## config.mk

```make
export PLATFORM = sky130hd
export DESIGN_NAME = qs_srt_fetch
export DESIGN_NICKNAME = d
export VERILOG_FILES = /design/src/rtl/qs_srt_fetch.sv
export SDC_FILE = /design/constraint.sdc
export NUM_CORES = 1
export LEC_CHECK = 0
export CELL_PAD_IN_SITES_DETAIL_PLACEMENT = 0
export CELL_PAD_IN_SITES_GLOBAL_PLACEMENT = 2
export CORE_MARGIN = 4
export CORE_UTILIZATION = 30
export DETAILED_ROUTE_END_ITERATION = 10
export GPL_TIMING_DRIVEN = 1
export MAX_ROUTING_LAYER = met4
export PLACE_DENSITY_LB_ADDON = 0.12
export SYNTH_ARGS = -nofsm -noshare
export SYNTH_HDL_FRONTEND = slang
export SYNTH_SLANG_ARGS = --single-unit
```

## constraint.sdc

```tcl
create_clock -name clk -period 3.6 [get_ports clk]
set_input_delay 0.36 -clock clk [delete_from_list [all_inputs] [get_ports clk]]
set_output_delay 0.36 -clock clk [all_outputs]
set_load 0.02 [all_outputs]
```

## src/rtl/qs_srt_fetch.sv

```systemverilog
// qs_srt instruction fetch front-end: PC sequencing, 1-cycle imem, 2-entry out FIFO.
// Optional perf counters are built when QS_SRT_FETCH_PERF_EN is defined.
package qs_srt_pkg;
    typedef logic [15:0] inst_t;
endpackage

module qs_srt_fetch
    import qs_srt_pkg::*;
#(
    parameter int PC_W = 10
) (
    input  logic            clk,
    input  logic            rst_n,
    input  logic            start,
    input  logic [PC_W-1:0] start_pc,
    input  logic            stop,
    input  logic            redirect_vld,
    input  logic [PC_W-1:0] redirect_pc,
    output logic            imem_ren,
    output logic [PC_W-1:0] imem_raddr,
    input  inst_t           imem_rdata,
    output logic            fetch_vld,
    input  logic            fetch_rdy,
    output inst_t           fetch_inst,
    output logic [PC_W-1:0] fetch_pc,
    output logic            busy,
    output logic [31:0]     perf_inst_cnt,
    output logic [31:0]     perf_stall_cnt
);

    localparam logic [0:0] S_IDLE = 1'b0;
    localparam logic [0:0] S_RUN  = 1'b1;

    logic [0:0]      state;
    logic [PC_W-1:0] pc;
    logic [PC_W-1:0] rd_pc;
    logic            inflight;
    logic            kill;

    inst_t           fifo_inst [2];
    logic [PC_W-1:0] fifo_pc   [2];
    logic            rd_ptr;
    logic            wr_ptr;
    logic [1:0]      count;

    logic            run;
    logic            flush;
    logic            pop;
    logic            wr;
    logic [2:0]      occ;

    assign run   = (state == S_RUN);
    assign flush = run & (stop | redirect_vld);
    assign pop   = fetch_vld & fetch_rdy;
    assign occ   = {1'b0, count} + {2'b0, inflight};

    // Issue only when the FIFO is guaranteed a free slot for the return.
    assign imem_ren   = run & ~stop & ~redirect_vld
                      & (occ < (3'd2 + {2'b0, pop}));
    assign imem_raddr = pc;

    assign wr         = inflight & ~kill & ~flush;
    assign fetch_vld  = (count != 2'd0);
    assign fetch_inst = fifo_inst[rd_ptr];
    assign fetch_pc   = fifo_pc[rd_ptr];
    assign busy       = run;

    always_ff @(posedge clk or negedge rst_n) begin
        if (!rst_n) begin
            state <= S_IDLE;
            pc    <= '0;
        end else if (!run) begin
            if (start) begin
                state <= S_RUN;
                pc    <= start_pc;
            end
        end else if (stop) begin
            state <= S_IDLE;
        end else if (redirect_vld) begin
            pc <= redirect_pc;
        end else if (imem_ren) begin
            pc <= pc + {{(PC_W-1){1'b0}}, 1'b1};
        end
    end

    always_ff @(posedge clk or negedge rst_n) begin
        if (!rst_n) begin
            inflight <= 1'b0;
            kill     <= 1'b0;
            rd_pc    <= '0;
        end else begin
            inflight <= imem_ren;
            kill     <= flush;
            if (imem_ren) begin
                rd_pc <= pc;
            end
        end
    end

    always_ff @(posedge clk or negedge rst_n) begin
        if (!rst_n) begin
            rd_ptr <= 1'b0;
            wr_ptr <= 1'b0;
            count  <= 2'd0;
            for (int i = 0; i < 2; i++) begin
                fifo_inst[i] <= '0;
                fifo_pc[i]   <= '0;
            end
        end else if (flush) begin
            rd_ptr <= 1'b0;
            wr_ptr <= 1'b0;
            count  <= 2'd0;
        end else begin
            if (wr) begin
                fifo_inst[wr_ptr] <= imem_rdata;
                fifo_pc[wr_ptr]   <= rd_pc;
                wr_ptr            <= ~wr_ptr;
            end
            if (pop) begin
                rd_ptr <= ~rd_ptr;
            end
            count <= count + {1'b0, wr} - {1'b0, pop};
        end
    end

    always_ff @(posedge clk) begin
        if (rst_n) begin
            assert (!(wr && count == 2'd2));
        end
    end

`ifdef QS_SRT_FETCH_PERF_EN
    logic [31:0] inst_cnt;
    logic [31:0] stall_cnt;

    always_ff @(posedge clk or negedge rst_n) begin
        if (!rst_n) begin
            inst_cnt  <= '0;
            stall_cnt <= '0;
        end else begin
            if (pop) begin
                inst_cnt <= inst_cnt + 32'd1;
            end
            if (fetch_vld & ~fetch_rdy) begin
                stall_cnt <= stall_cnt + 32'd1;
            end
        end
    end

    assign perf_inst_cnt  = inst_cnt;
    assign perf_stall_cnt = stall_cnt;
`else
    assign perf_inst_cnt  = 32'd0;
    assign perf_stall_cnt = 32'd0;
`endif

endmodule

```

==> summary.txt <==
Floorplanning
  • Die extent in y: 127 µm
  • Die Width: 127 µm
  • Starting Density: 30.7%
  • I/O pin total: 145
  • Die ar.: 16200 µm²
  • # rows: 43
  • Core Region: 13900 µm²

CTS
  • Hold buffers post-CTS: 0
  • CTS HTree Levels: 3
  • Root Driver: clkbuf_16
  • Clk slew on worst S/H paths: 60 ps
  • Clock Sinks: 79
  • Max clock buf depth: 2
  • Clk_lat worst skew: 330 ps
  • CTS tree: done
  • Post-CTS resize count: 0
  • Postcts setup bufs: 0
  • TritonCTS buffer count: 9

Timing
  • Skew final: 8.59 ps
  • Hold_ws: 205 ps
  • Unrepaired setup endpoints after global routing: no
  • Final setup viols: 0
  • Worst Max-Slew Pin Slew: 1030 ps
  • Final Max Tran Viols: 0
  • Slew headroom: 31.7%
  • Setup_tns: 0 ps
  • Fin. Hold Viols: 0
  • Period Utilization, post-route: 74.4%
  • Maximum clock frequency: 374 MHz
  • Final Critical Period: 2680 ps

Critical path
  • Reg-to-Reg Start: busy$_DFF_PN0_
  • Crit Path Category: reg2out
  • FF-to-FF setup slack: 1430 ps
  • FF-to-FF path depth: 4
  • R2r endpoint: imem_raddr[7]$_DFFE_PN0P_
  • Max FO, Critical Path: 17
  • Arrival @ worst endpoint: 2320 ps
  • CP Data Required Time: 3240 ps
  • Worst setup SP type: flip-flop
  • Crit end category: output pin

Run
  • Max_cap viols: 0

Global routing
  • Initial antenna violation count: 0
  • GR Util All Layers: 11.3%
  • Global-route wire length before repair: 13900 µm
  • Grt total ovfl: 0
  • Number of global-route vias before repair: 2635
  • Pin count of the biggest net entering global routing: 80

Route
  • Avg Vias per Cell: 4.16
  • DRT Wirelength: 8800 µm
  • First drt pass iteration count: 4
  • Per-cell routed wire length: 14.3 µm
  • DRC Markers: 0
  • Drt initial violations: 98
  • Detail Route Antenna Nets: 0
  • Vias: 2564

Run status
  • Outcome: complete, no violations

Finish
  • Share of layout cells above drive strength 1: 18.1%
  • NumNets Final: 478
  • Layout area overhead: 25.5%
  • Fill cells: 1374
  • Diodes inserted: 0
  • Area of the multi-input gates: 1920 µm²
  • Most frequent cells in the layout: dfrtp_1, clkdlybuf4s50_1, conb_1, mux2_2, mux2_1
  • FF/Latch Area: 1980 µm²

Yosys
  • Ys async rst share: 100%
  • Synth Warn #: 0
  • Top_reg_cell synth: dfrtp_1
  • Synth Cell Area: 4260 µm²
  • Sequential-to-total area share from yosys stat: 46.4%
  • Mean area per synthesized cell: 12.1 µm²
  • Yosys top cell area share: 46.4%
  • Post-synth top area cell: dfrtp_1
  • Number of flops mapped to enable cells by yosys: 0
  • Main area contributors after synthesis: dfrtp_1, buf_4, mux2_1
  • Gate Count Post-Synth: 351
  • Netlist cell types: 43
  • Seq cells post-synth: 79

Placement
  • Port Buffer Count: 80
  • DP Wirelength: 6110 µm
  • RD Place Congestion: 0.747

Power
  • Leakage: 2.48 nW
  • Cell Pwr Density: 823 nW/µm²
  • Peak VDD IR: 255 µV

Min path
  • Min-delay worst type: in2async
-- kinds of logic after synthesis --
logic type | Yosys count | share of synthesized area [%]
adder cells (fa/ha/maj) | 5 | 1.47
buffers and inverters | 85 | 14.1
multiplexers | 91 | 24.6
other | 1 | 0.0881
flip-flops | 79 | 46.4
AND/OR/NAND/NOR | 44 | 5.61
AO/OA/AOI/OAI | 36 | 5.67
XOR/XNOR | 10 | 2.06
-- registers in the layout, summed over array words and instances (netlist names), 2 cells and up --
signal and cells:
fifo_inst 32, fifo_pc 20, imem_raddr 10, rd_pc 10
count 2
-- where the power goes --
part           switching, mW  leakage, nW  internal [mW]  total, mW
clock                  0.354        0.180          0.768       1.12
sequential             0.281         1.00           1.24       1.52
combinational          0.815         1.30          0.940       1.75
total                   1.45         2.48           2.95       4.40
-- cell usage after synthesis (3+ instances only) --
library cell and n:
dfrtp_1 79, buf_4 67, mux2_1 40, mux2_2 40
nand2_1 12, nor2_1 8, mux2_4 7, o21ai_0 7
a21oi_1 6, buf_2 6, inv_1 6, o21ai_1 6
xor2_1 6, ha_1 5, nand2b_1 5, nand3_1 5
o211ai_1 5, mux2i_1 4, xnor2_1 4, a21oi_2 3
buf_6 3
-- layer usage --
metal	up-vias	GRT usage, %	routed length (µm)
li1	1248	-	-
met1	1223	16.1	4400
met2	86	15.7	3910
met3	7	2.76	407
met4	0	3.79	83
met5	-	-	0
-- critical path, stage by stage (launching register included) --
cell	delay (ps)
dfrtp_1	790
and2b_1	240
nand3_1	70
buf_4	200
inv_1	80
clkdlybuf4s50_1	600
-- layout make-up --
class / instances / area share, %
flip-flops and latches: 79 / 37.0
multi-input cells: 250 / 35.9
repair buffers: 84 / 15.5
clock buffers: 11 / 4.54
well taps: 180 / 4.21
clock inverters: 5 / 2.41
inverters: 7 / 0.492
-- worst max path at each step --
| stage | from | endpoint | cells past startpoint |
|---|---|---|---|
| after CTS | busy$_DFF_PN0_ | imem_ren | 5 |
| after floorplan | count[0]$_DFF_PN0_ | imem_ren | 6 |
| final | busy$_DFF_PN0_ | imem_ren | 5 |
| after detailed placement | stop | imem_ren | 6 |
| after global routing | busy$_DFF_PN0_ | imem_ren | 5 |
| after global placement | fetch_rdy | imem_ren | 7 |
-- through the flow --
stage | cells | instance area [µm²] | utilization, % | power, mW | worst slack [ps]
after global placement | 600 | 4970 | 35.8 | 3.31 | 1160
after detailed placement | 600 | 4970 | 35.8 | 3.33 | 1160
final | 616 | 5350 | 38.5 | 4.40 | 923
after global routing | 616 | 5350 | 38.5 | 4.67 | 815
after floorplan | 414 | 4490 | - | 2.62 | 1820
after CTS | 616 | 5350 | 38.5 | 4.48 | 879
Power figures use the tool's default switching activity.
